===== config.mk =====
export PLATFORM = sky130hd
export DESIGN_NAME = drive_sequencer_flat
export DESIGN_NICKNAME = d
export VERILOG_FILES = /design/src/rtl/drive_sequencer_if.sv /design/src/rtl/drive_sequencer.sv /design/src/flat_wrapper.sv
export SDC_FILE = /design/constraint.sdc
export NUM_CORES = 1
export LEC_CHECK = 0
export BUFFER_PORTS_ARGS = -buffer_cell sky130_fd_sc_hd__buf_4
export CAP_MARGIN = 20
export CELL_PAD_IN_SITES_DETAIL_PLACEMENT = 1
export CELL_PAD_IN_SITES_GLOBAL_PLACEMENT = 2
export CORE_MARGIN = 1.5
export CORE_UTILIZATION = 32
export CTS_CLUSTER_SIZE = 12
export DETAILED_ROUTE_END_ITERATION = 8
export HOLD_SLACK_MARGIN = 0.02
export PLACE_DENSITY_LB_ADDON = 0.05
export SETUP_SLACK_MARGIN = 0.15
export SLEW_MARGIN = 30
export SYNTH_ARGS = -nofsm -noshare
export SYNTH_HDL_FRONTEND = slang
export SYNTH_SLANG_ARGS = --single-unit
export TNS_END_PERCENT = 20

===== constraint.sdc =====
create_clock -name clk -period 2.2 [get_ports clk]
set_input_delay 0.11 -clock clk [delete_from_list [all_inputs] [get_ports clk]]
set_output_delay 0.11 -clock clk [all_outputs]
set_load 0.02 [all_outputs]

===== src/rtl/drive_sequencer_if.sv =====
// Drive sequencer bus: operator/sensor inputs and the frame/motor outputs.
// The master side supplies run/sensor; the sequencer (slave) drives the rest.
interface drive_sequencer_if;
    logic        run;
    logic [2:0]  sensor;
    logic [20:0] count_out;
    logic        frame_start;
    logic        dir_l;
    logic        dir_r;
    logic        motor_en;

    modport master (
        output run, sensor,
        input  count_out, frame_start, dir_l, dir_r, motor_en
    );

    modport slave (
        input  run, sensor,
        output count_out, frame_start, dir_l, dir_r, motor_en
    );
endinterface


===== src/rtl/drive_sequencer.sv =====
// Line-following drive sequencer: free-running PWM frame counter plus a
// frame-synchronous steering FSM that sets motor directions once per frame.
module drive_sequencer #(
    parameter int PERIOD       = 2000000,
    parameter int LOST_PERIODS = 50
) (
    input  logic              clk,
    input  logic              reset,
    drive_sequencer_if.slave  bus
);
    localparam int CW = 21;
    localparam int LW = $clog2(LOST_PERIODS + 1);

    typedef enum logic [2:0] {IDLE, FORWARD, TURN_LEFT, TURN_RIGHT, SEARCH, STOP} state_t;
    typedef enum logic [1:0] {NONE, LEFT, RIGHT} turn_t;

    logic          run_s1, run_s2;
    logic [2:0]    sen_s1, sen_s2;
    logic [CW-1:0] cnt;
    logic          frame_start;
    logic          frame_end;
    state_t        state, nxt_state, dec_state;
    turn_t         last_turn, nxt_turn, dec_turn;
    logic [LW-1:0] lost_cnt, nxt_lost;
    logic          dir_l, dir_r, motor_en;
    logic          nxt_l, nxt_r, nxt_en;

    always_ff @(posedge clk or posedge reset) begin
        if (reset) begin
            run_s1 <= 1'b0;
            run_s2 <= 1'b0;
            sen_s1 <= 3'b000;
            sen_s2 <= 3'b000;
        end else begin
            run_s1 <= bus.run;
            run_s2 <= run_s1;
            sen_s1 <= bus.sensor;
            sen_s2 <= sen_s1;
        end
    end

    assign frame_end = (cnt == CW'(PERIOD - 1));

    // frame_start registers frame_end, so it lines up with count_out = 0.
    always_ff @(posedge clk or posedge reset) begin
        if (reset) begin
            cnt         <= '0;
            frame_start <= 1'b0;
        end else begin
            cnt         <= frame_end ? '0 : cnt + CW'(1);
            frame_start <= frame_end;
        end
    end

    always_comb begin
        dec_state = SEARCH;
        dec_turn  = last_turn;
        case (sen_s2)
            3'b010, 3'b101, 3'b111: begin dec_state = FORWARD;    dec_turn = NONE;  end
            3'b100, 3'b110:         begin dec_state = TURN_LEFT;  dec_turn = LEFT;  end
            3'b001, 3'b011:         begin dec_state = TURN_RIGHT; dec_turn = RIGHT; end
            default: ;
        endcase
    end

    always_comb begin
        nxt_state = state;
        nxt_turn  = last_turn;
        nxt_lost  = lost_cnt;
        if (!run_s2) begin
            nxt_state = IDLE;
        end else if (frame_end) begin
            if (sen_s2 != 3'b000) begin
                nxt_state = dec_state;
                nxt_turn  = dec_turn;
                nxt_lost  = '0;
            end else begin
                case (state)
                    SEARCH: begin
                        if (lost_cnt == LW'(LOST_PERIODS - 1))
                            nxt_state = STOP;
                        if (lost_cnt != LW'(LOST_PERIODS))
                            nxt_lost = lost_cnt + LW'(1);
                    end
                    STOP:    ;
                    default: nxt_state = SEARCH;
                endcase
            end
        end
    end

    // Outputs come from the next state so a new direction appears exactly at count_out = 0.
    always_comb begin
        nxt_l  = 1'b0;
        nxt_r  = 1'b0;
        nxt_en = 1'b0;
        case (nxt_state)
            FORWARD:    begin nxt_l = 1'b1; nxt_r = 1'b0; nxt_en = 1'b1; end
            TURN_LEFT:  begin nxt_l = 1'b0; nxt_r = 1'b0; nxt_en = 1'b1; end
            TURN_RIGHT: begin nxt_l = 1'b1; nxt_r = 1'b1; nxt_en = 1'b1; end
            SEARCH: begin
                nxt_en = 1'b1;
                case (nxt_turn)
                    LEFT:    begin nxt_l = 1'b0; nxt_r = 1'b0; end
                    RIGHT:   begin nxt_l = 1'b1; nxt_r = 1'b1; end
                    default: begin nxt_l = 1'b1; nxt_r = 1'b0; end
                endcase
            end
            default: ;
        endcase
    end

    always_ff @(posedge clk or posedge reset) begin
        if (reset) begin
            state     <= IDLE;
            last_turn <= NONE;
            lost_cnt  <= '0;
            dir_l     <= 1'b0;
            dir_r     <= 1'b0;
            motor_en  <= 1'b0;
        end else begin
            state     <= nxt_state;
            last_turn <= nxt_turn;
            lost_cnt  <= nxt_lost;
            dir_l     <= nxt_l;
            dir_r     <= nxt_r;
            motor_en  <= nxt_en;
        end
    end

    assign bus.count_out   = cnt;
    assign bus.frame_start = frame_start;
    assign bus.dir_l       = dir_l;
    assign bus.dir_r       = dir_r;
    assign bus.motor_en    = motor_en;
endmodule


===== src/flat_wrapper.sv =====
// flat-port wrapper written by rule: the top's interface ports become plain ports
module drive_sequencer_flat 
#(
    parameter int PERIOD       = 2000000,
    parameter int LOST_PERIODS = 50
)
  (clk, reset, bus_run, bus_sensor, bus_count_out, bus_frame_start, bus_dir_l, bus_dir_r, bus_motor_en);
  drive_sequencer_if bus_i ();
  input  logic clk;
  input  logic reset;
  input wire logic [$bits(bus_i.run)-1:0] bus_run;
  input wire logic [$bits(bus_i.sensor)-1:0] bus_sensor;
  output wire logic [$bits(bus_i.count_out)-1:0] bus_count_out;
  output wire logic [$bits(bus_i.frame_start)-1:0] bus_frame_start;
  output wire logic [$bits(bus_i.dir_l)-1:0] bus_dir_l;
  output wire logic [$bits(bus_i.dir_r)-1:0] bus_dir_r;
  output wire logic [$bits(bus_i.motor_en)-1:0] bus_motor_en;
  assign bus_i.run = bus_run;
  assign bus_i.sensor = bus_sensor;
  assign bus_count_out = bus_i.count_out;
  assign bus_frame_start = bus_i.frame_start;
  assign bus_dir_l = bus_i.dir_l;
  assign bus_dir_r = bus_i.dir_r;
  assign bus_motor_en = bus_i.motor_en;
  drive_sequencer #(.PERIOD(PERIOD), .LOST_PERIODS(LOST_PERIODS)) u_core (.clk(clk), .reset(reset), .bus(bus_i));
endmodule

==> results.json, run 1 <==
{
  "outcome": "completed",
  "route.vias.total": 1587,
  "layout.area.seq_um2": 1110,
  "die-area_um2": 6840,
  "post_dp_cell_area_um2": 2440,
  "relSlewSlack_pct": 62.0,
  "worst-endpoint-arrival_ns": 2.36,
  "power.share.switching_pct": 23.1,
  "final_nets": 252,
  "grt_pass1_wl_um": 8500,
  "fin_crit_ns": 2.13,
  "grt_overflow": 0,
  "drt-vias-per-instance": 4.99,
  "hp-class": "reg2reg",
  "netSwitchingPower_uw": 317,
  "synth_warnings": 0,
  "clkLatencyLatePin_ns": 0.30,
  "power.share.clock_pct": 37.0,
  "setup_crit_start_kind": "flop",
  "dpl.hpwl_um": 3600,
  "htree_levels": 2,
  "gr_util_all_layers_pct": 16.8,
  "gp_congestion": 0.830,
  "first_global_vias": 1730,
  "rsz0062_at_grt": "true",
  "io_buffer_count": 30,
  "tightest_slew_ns": 0.569,
  "worst_setup_hold_path_clk_slew_ns": 0.09,
  "antenna-diode-count": 0,
  "floorplan.initialDensity_pct": 33.7,
  "path_buf_inv": 0,
  "cts-buffers-inserted": 5,
  "finalHoldViolations": 0,
  "drive_gt1_share_pct": 35.0,
  "setup.worst_path.class": "reg2reg",
  "netlist_top_cells_area": "sky130_fd_sc_hd__dfrtp_1, sky130_fd_sc_hd__xor2_1, sky130_fd_sc_hd__nand3_1, sky130_fd_sc_hd__nor2_1, sky130_fd_sc_hd__xnor2_1",
  "sequential_power_share_pct": 59.9,
  "critical-path-slowest-cell": "sky130_fd_sc_hd__or4b_4",
  "worst_path_dominant_cell_family": "simple AND/OR/NAND/NOR gates",
  "slowest_delay_ns": 0.55,
  "detail_route.drc_violations": 0,
  "timing.final.max_slew_violations": 0,
  "fp.coreArea_um2": 6030,
  "synth-seq-area-share_pct": 54.2,
  "layout.cells.most_common_list": "sky130_fd_sc_hd__buf_4, sky130_fd_sc_hd__dfrtp_1, sky130_fd_sc_hd__nor2_1",
  "rows": 28,
  "critPathRequiredTime_ns": 2.43,
  "detailed_routing_iterations_pass_1": 4,
  "synth.top_cell.area_share_pct": 54.2,
  "power-per-cell-area_nw_per_um2": 512,
  "leakagePower_uw": 0.00126,
  "final.period_utilization_pct": 97.0,
  "internal_power_uw": 1060,
  "final_cell_area_um2": 2680,
  "clkSinkCount": 44,
  "p_comb_share_pct": 3.1,
  "mean_syn_cell_area_um2": 11.0,
  "crit_path_end_kind": "flop",
  "layout.cells.most_common": "sky130_fd_sc_hd__buf_4",
  "crit_fanout": 6,
  "antenna_found_initial": 0,
  "syn-instance-count": 185,
  "drv_cap": 0,
  "areaGrowthSynthToFinish_pct": 31.9,
  "final_core_utilization_pct": 44.5,
  "synth_fp_nets": 195,
  "layout.filler_cells": 688,
  "routedWlPerCell_um": 16.0,
  "final_clock_skew_ns": 0.00664,
  "drt_wl_total_um": 5090,
  "fmax_mhz": 469,
  "antenna_violating_nets_left": 0,
  "cts_tree": "yes",
  "io-pin-count": 31,
  "area_used_by_multi_input_combinational_logic_um2": 930,
  "path_cells": "or4b_4, nor4_4, nand3_2, o21bai_4, or3_1, a21oi_2",
  "clock_tree.buffer_depth": 2,
  "grt_start_max_net_pins": 45,
  "ctsRootBufferMaster": "sky130_fd_sc_hd__clkbuf_8",
  "drt_first_iter_violations": 40,
  "ir_drop_uv": 199,
  "synth_top_area_cell": "sky130_fd_sc_hd__dfrtp_1",
  "floorplan.die.height_um": 82.7,
  "setup-violations-final": 0,
  "yosys.cell_types.count": 46,
  "synth_area_um2": 2030,
  "die_width_um": 82.7,
  "synth.ff_latch_count": 44
}
-- worst register-to-register path: stages (launching register included) --
cell,delay [ns]
sky130_fd_sc_hd__dfrtp_2,0.41
sky130_fd_sc_hd__or4b_4,0.55
sky130_fd_sc_hd__nor4_4,0.29
sky130_fd_sc_hd__nand3_2,0.12
sky130_fd_sc_hd__o21bai_4,0.21
sky130_fd_sc_hd__or3_1,0.35
sky130_fd_sc_hd__a21oi_2,0.13
-- synth_stat cells (all sizes together) --
master and count:
o21bai 1, mux2i 3, nand4b 1, nor2 16, xor2 13, and2 1
nand3 14, o211a 1, a31oi 1, o21ai 11, or3 4, nor2b 3
xnor2 6, and4 2, inv 8, nor4 1, nor3 2, a21boi 1
or3b 2, a2bb2oi 1, o21a 1, nand4 4, or4 2, and4bb 1
o2bb2ai 1, or4b 1, nand2 11, a21oi 6, ha 4, o22ai 1
nand2b 5, or4bb 1, nor3b 1, dfrtp 44, or2 2, and3 4
buf 4
-- cell families (layout without fill, tap and decap cells) --
family,Yosys count,count (layout),share of synthesized area (%)
AND/OR/NAND/NOR,78,78,22.9
flip-flops,44,44,54.2
AO/OA/AOI/OAI,25,25,8.01
XOR/XNOR,19,19,8.19
buffers and inverters,12,70,2.77
adder cells (fa/ha/maj),4,4,2.46
multiplexers,3,3,1.48
-- metal layers --
metal  share of wire (%)  global-route usage [%]  vias to the layer above
met1                  42                    20.0                      800
met4                 1.4                    4.50                        0
met3                 2.7                    4.95                        8
li1                    -                       -                      753
met2                  54                    29.5                       26
met5                   0                       0                        -
-- power by group through the flow --
stage	clock, uW	sequential [uW]	combinational (uW)
after floorplan	0	834	22.5
after global placement	0	838	34.8
after detailed placement	0	838	36.4
after CTS	534	822	43.6
after global routing	562	824	47.8
final	508	822	42.5
-- sequential cells by signal, summed over array words and instances, names as in the netlist --
name	cells
u_core.state	3
u_core.sen_s1	3
u_core.bus.dir_r	1
u_core.run_s1	1
u_core.last_turn	2
u_core.run_s2	1
u_core.lost_cnt	6
u_core.bus.motor_en	1
u_core.bus.count_out	21
u_core.bus.frame_start	1
u_core.sen_s2	3
u_core.bus.dir_l	1
-- worst paths after layout --
check,from,endpoint,slack [ns],cells after the start
worst max register to register,u_core.bus.count_out[9],u_core.lost_cnt[2],0.07,6
worst min register to register,u_core.sen_s1[2],u_core.sen_s2[2],0.36,0
worst max-delay path,u_core.bus.count_out[9],u_core.lost_cnt[2],0.07,6
min in group asynchronous,reset,u_core.sen_s1[1],0.55,4
max in group asynchronous,reset,u_core.bus.count_out[19],1.24,4
worst min-delay path,u_core.sen_s1[2],u_core.sen_s2[2],0.36,0
-- stage by stage --
step	hold slack, ns	setup TNS (ns)	instances	worst slack (ns)	total power, uW
2_1_floorplan	0.141	0	185	0.0446	857
3_3_place_gp	0.220	0	300	0.104	873
3_5_place_dp	0.223	0	300	0.0284	875
4_1_cts	0.357	0	316	0.0447	1400
5_1_grt	0.369	-0.224	318	-0.0567	1430
6_report	0.360	0	318	0.0667	1370
-- final cells by class --
type                    instances  share of cell area, %
clock buffers                   6                   2.71
well taps                      75                   3.50
multi-input cells             129                   34.7
clock inverters                 2                  0.467
repair buffers                 54                   16.0
inverters                       8                   1.12
flip-flops and latches         44                   41.5
-- what timing repair did --
item	4_1_cts	5_1_grt
setup endpoints to repair	18	22
hold endpoints to repair	48	0
pin swaps	4	6
gates resized for setup	5	9
hold buffers	5	0
setup buffers	3	2
No activity file was read; power rests on OpenSTA's default activity.
==> run 2: changes to the inputs <==
CORE_MARGIN = 2   (was 1.5)
==> results.json, run 2 (synthesized netlist as in run 1, its figures left out) <==
{
  "gp_congestion": 0.816,
  "antenna_found_initial": 0,
  "first_global_vias": 1755,
  "worst_path_dominant_cell_family": "simple AND/OR/NAND/NOR gates",
  "grt_pass1_wl_um": 8540,
  "power-per-cell-area_nw_per_um2": 506,
  "io-pin-count": 31,
  "route.vias.total": 1577,
  "setup-violations-final": 0,
  "clkLatencyLatePin_ns": 0.29,
  "fp.coreArea_um2": 6240,
  "worst_setup_hold_path_clk_slew_ns": 0.09,
  "path_buf_inv": 0,
  "tightest_slew_ns": 0.798,
  "cts-buffers-inserted": 5,
  "post_dp_cell_area_um2": 2480,
  "setup_total_negative_slack_ns": 0,
  "grt_overflow": 0,
  "antenna-diode-count": 0,
  "relSlewSlack_pct": 46.5,
  "slowest_delay_ns": 0.56,
  "cts_tree": "yes",
  "crit-reg2reg-launch": "u_core.bus.count_out[9]",
  "detailed_routing_iterations_pass_1": 2,
  "setup.worst_path.class": "reg2reg",
  "final_cell_area_um2": 2760,
  "power.share.clock_pct": 38.2,
  "drt_wl_total_um": 4840,
  "busiest_layer": "met2",
  "finalHoldViolations": 0,
  "die-area_um2": 7000,
  "drv_cap": 0,
  "path_cells": "or4b_4, nor4_4, nand3_2, o21bai_4, or3b_4, o21ai_2",
  "internal_power_uw": 1090,
  "ctsRootBufferMaster": "sky130_fd_sc_hd__clkbuf_8",
  "areaGrowthSynthToFinish_pct": 36.0,
  "ir_drop_uv": 319,
  "layout.cells.most_common_list": "sky130_fd_sc_hd__buf_4, sky130_fd_sc_hd__dfrtp_1, sky130_fd_sc_hd__nor2_1",
  "crit_path_end_kind": "flop",
  "htree_levels": 2,
  "max_ffs_per_register": 21,
  "netSwitchingPower_uw": 310,
  "critical-path-slowest-cell": "sky130_fd_sc_hd__or4b_4",
  "grt_start_max_net_pins": 24,
  "rows": 29,
  "final_clock_skew_ns": 0.00938,
  "fin_crit_ns": 2.16,
  "drt-vias-per-instance": 4.84,
  "clkSinkCount": 44,
  "clock_tree.buffer_depth": 2,
  "drive_gt1_share_pct": 38.6,
  "p_total_uw": 1400,
  "rsz0062_at_grt": "true",
  "timing.final.max_slew_violations": 0,
  "groute.layer.met3.usage_pct": 3.46,
  "critPathRequiredTime_ns": 2.43,
  "fmax_mhz": 463,
  "crit_path_start": "u_core.bus.count_out[9]",
  "sequential_power_share_pct": 58.9,
  "p_comb_share_pct": 3.0,
  "crit_fanout": 5,
  "floorplan.initialDensity_pct": 32.6,
  "final_nets": 258,
  "drt_first_iter_violations": 43,
  "routedWlPerCell_um": 14.8,
  "layout.cells.most_common": "sky130_fd_sc_hd__buf_4",
  "outcome": "completed",
  "final.period_utilization_pct": 98.1,
  "gr_util_all_layers_pct": 15.1,
  "die_width_um": 83.7,
  "hp-class": "reg2reg",
  "grt_util_met1_pct": 20.0,
  "setup_crit_start_kind": "flop",
  "power.share.switching_pct": 22.2,
  "leakagePower_uw": 0.00130,
  "io_buffer_count": 30,
  "dpl.hpwl_um": 3480,
  "worst_hold_startpoint": "u_core.sen_s1[1]",
  "antenna_violating_nets_left": 0,
  "use_met2_pct": 25.5,
  "worst-endpoint-arrival_ns": 2.39,
  "floorplan.die.height_um": 83.7,
  "detail_route.drc_violations": 0
}
## run 2: cell types whose count changed in the layout (fill, tap and decap cells not counted), sizes merged
| cell | before | now |
|---|---|---|
| inv | 8 | 7 |
| clkinvlp | 1 | 2 |
| buf | 49 | 55 |
## run 2: worst register-to-register path, stage by stage, from the launching register on
cell and delay, ns:
sky130_fd_sc_hd__dfrtp_2 0.41, sky130_fd_sc_hd__or4b_4 0.56, sky130_fd_sc_hd__nor4_4 0.30, sky130_fd_sc_hd__nand3_2 0.14, sky130_fd_sc_hd__o21bai_4 0.22, sky130_fd_sc_hd__or3b_4 0.37, sky130_fd_sc_hd__o21ai_2 0.11
## run 2: final timing paths
kind                                      endpoint  slack [ns]  depth (start not counted)
max                             u_core.lost_cnt[3]        0.04                          6
min                               u_core.sen_s2[1]        0.35                          0
max reg2reg                     u_core.lost_cnt[3]        0.04                          6
min reg2reg                       u_core.sen_s2[1]        0.35                          0
max in group asynchronous  u_core.bus.count_out[9]        1.02                          4
min in group asynchronous          u_core.state[0]        0.43                          3
## run 2: area by class of cell
cell class                      instances  area, um^2
Inverter                                8        30.0
Tap cell                               77        96.3
Multi-Input combinational cell        129         943
Clock buffer                            6        82.6
Clock inverter                          2        15.0
Fill cell                             719        3480
Sequential cell                        44        1110
Timing Repair Buffer                   60         483
## run 2: timing repair
| item | CTS | global route |
|---|---|---|
| endpoints found under the hold margin | 26 | 0 |
| pin swaps | 1 | 6 |
| setup endpoints to repair | 12 | 15 |
| gates resized for setup | 2 | 18 |
| hold buffers | 5 | 0 |
| setup buffers | 5 | 2 |
## run 2: stage by stage
stage / utilization, % / hold slack, ns / setup WS, ns / cells
6_report: 44.3 / 0.350 / 0.0416 / 326
5_1_grt: 44.3 / 0.364 / -0.111 / 326
4_1_cts: 42.7 / 0.357 / 0.0451 / 324
3_5_place_dp: 39.7 / 0.216 / -0.0554 / 306
3_3_place_gp: 39.7 / 0.200 / 0.0348 / 306
2_1_floorplan: - / 0.141 / 0.0446 / 185
## run 2: power groups by stage
stage          logic (uW)  clock network [uW]  registers, uW
4_1_cts              42.7                 563            822
6_report             41.7                 533            822
5_1_grt              47.7                 607            824
3_5_place_dp         35.5                   0            838
3_3_place_gp         34.3                   0            838
2_1_floorplan        22.5                   0            834
## run 2: layer usage
layer  up-vias  routed length [um]
met2        22                2390
met1       789                2290
met5         -                   0
met3         2                 129
met4         0                  27
li1        764                   -
==> run 3: changes to the inputs <==
CORE_UTILIZATION = 29   (was 32)
==> results.json, run 3 (synthesized netlist as in run 1, its figures left out) <==
{
  "final.period_utilization_pct": 97.3,
  "r2r_end": "u_core.lost_cnt[3]",
  "grt_pass1_wl_um": 8470,
  "gp_congestion": 0.737,
  "relSlewSlack_pct": 61.4,
  "worst-endpoint-arrival_ns": 2.37,
  "final_clock_skew_ns": 0.00408,
  "drv_cap": 0,
  "drt_first_iter_violations": 54,
  "route.vias.total": 1585,
  "setup-violations-final": 0,
  "ctsRootBufferMaster": "sky130_fd_sc_hd__clkbuf_8",
  "detailed_routing_iterations_pass_1": 4,
  "layout.cells.most_common": "sky130_fd_sc_hd__buf_4",
  "finalHoldViolations": 0,
  "max_ffs_per_register": 21,
  "routedWlPerCell_um": 14.8,
  "rsz0062_at_grt": "true",
  "setup.worst_path.class": "reg2reg",
  "hold_path_end": "u_core.sen_s2[2]",
  "drive_gt1_share_pct": 36.7,
  "die_width_um": 87.7,
  "drt-vias-per-instance": 4.65,
  "ir_drop_uv": 201,
  "grt_overflow": 0,
  "crit_fanout": 5,
  "worst_hold_startpoint": "u_core.sen_s1[2]",
  "rows": 30,
  "post_dp_cell_area_um2": 2480,
  "antenna-diode-count": 0,
  "io_buffer_count": 30,
  "critPathRequiredTime_ns": 2.43,
  "final_cell_area_um2": 2720,
  "crit_path_end_kind": "flop",
  "r2r_depth": 6,
  "power-per-cell-area_nw_per_um2": 515,
  "leakagePower_uw": 0.00127,
  "final_nets": 254,
  "fmax_mhz": 467,
  "hp-class": "reg2reg",
  "layout.cells.most_common_list": "sky130_fd_sc_hd__buf_4, sky130_fd_sc_hd__dfrtp_1, sky130_fd_sc_hd__nor2_1",
  "fin_crit_ns": 2.14,
  "cts_tree": "yes",
  "clock_tree.buffer_depth": 2,
  "clkSinkCount": 44,
  "timing.final.max_slew_violations": 0,
  "antenna_found_initial": 0,
  "hold_path_depth": 0,
  "gr_util_all_layers_pct": 14.3,
  "io-pin-count": 31,
  "outcome": "completed",
  "first_global_vias": 1770,
  "worst_setup_hold_path_clk_slew_ns": 0.09,
  "floorplan.die.height_um": 87.7,
  "fp.coreArea_um2": 6790,
  "cts-buffers-inserted": 5,
  "crit-reg2reg-launch": "u_core.bus.count_out[9]",
  "grt_start_max_net_pins": 45,
  "tightest_slew_ns": 0.578,
  "areaGrowthSynthToFinish_pct": 33.7,
  "drt_wl_total_um": 5040,
  "setup_crit_start_kind": "flop",
  "fin_worst_hold_slack_ns": 0.354,
  "detail_route.drc_violations": 0,
  "antenna_violating_nets_left": 0,
  "die-area_um2": 7690,
  "dpl.hpwl_um": 3630,
  "htree_levels": 2,
  "floorplan.initialDensity_pct": 29.9,
  "clkLatencyLatePin_ns": 0.30,
  "rrSetupSlack_ns": 0.06
}
run 3: through the flow:
step / TNS (ns) / setup WS [ns] / total power [uW] / util (%) / std cells
global placement: 0 / 0.0291 / 874 / 36.6 / 323
detailed placement: -0.0504 / -0.0504 / 875 / 36.6 / 323
CTS: 0 / 0.0484 / 1430 / 39.2 / 340
global route: -0.209 / -0.0646 / 1470 / 40.0 / 341
floorplan: 0 / 0.0446 / 857 / - / 185
finish: 0 / 0.0585 / 1400 / 40.0 / 341
run 3: cell type report:
type | instances | area, um^2
sequential | 44 | 1110
timing repair buffer | 56 | 440
clock inverter | 3 | 21.3
multi-input combinational | 129 | 922
inverter | 8 | 30.0
tap | 96 | 120
clock buffer | 5 | 68.8
fill | 770 | 4080
run 3: worst max path at each step:
stage | startpoint | endpoint
after floorplan | u_core.bus.count_out[8] | u_core.lost_cnt[3]
after global placement | u_core.bus.count_out[8] | u_core.lost_cnt[3]
after detailed placement | u_core.bus.count_out[8] | u_core.lost_cnt[3]
after CTS | u_core.bus.count_out[9] | u_core.lost_cnt[3]
after global routing | u_core.bus.count_out[9] | u_core.lost_cnt[3]
final | u_core.bus.count_out[9] | u_core.lost_cnt[3]
run 3: critical path: stages, from the launching register on:
cell                       delay, ns
sky130_fd_sc_hd__dfrtp_2        0.41
sky130_fd_sc_hd__or4b_4         0.54
sky130_fd_sc_hd__nor4_4         0.29
sky130_fd_sc_hd__nand3_2        0.14
sky130_fd_sc_hd__o21bai_4       0.22
sky130_fd_sc_hd__or3b_1         0.36
sky130_fd_sc_hd__o21ai_1        0.12
run 3: power by group:
group | switching, uW | total [uW] | leakage (uW) | internal (uW)
sequential | 7.77 | 823 | 0.000567 | 815
combinational | 24.5 | 41.7 | 0.000658 | 17.2
clock | 309 | 535 | 0.0000445 | 226
total | 341 | 1400 | 0.00127 | 1060
run 3: timing repair:
action / CTS / global route
hold endpoints to repair: 48 / 0
buffers inserted: 4 / 1
endpoints found under the setup margin: 13 / 16
cloned: 0 / 0
hold buffers: 5 / 0
pin swaps: 4 / 4
gates resized for setup: 3 / 11
run 3: metal layers:
layer / routed length [um] / vias up / GRT usage, %
met5: 0 / - / 0
met4: 57 / 0 / 6.43
met3: 145 / 7 / 2.83
met2: 2600 / 31 / 24.4
met1: 2240 / 792 / 17.4
li1: - / 755 / -
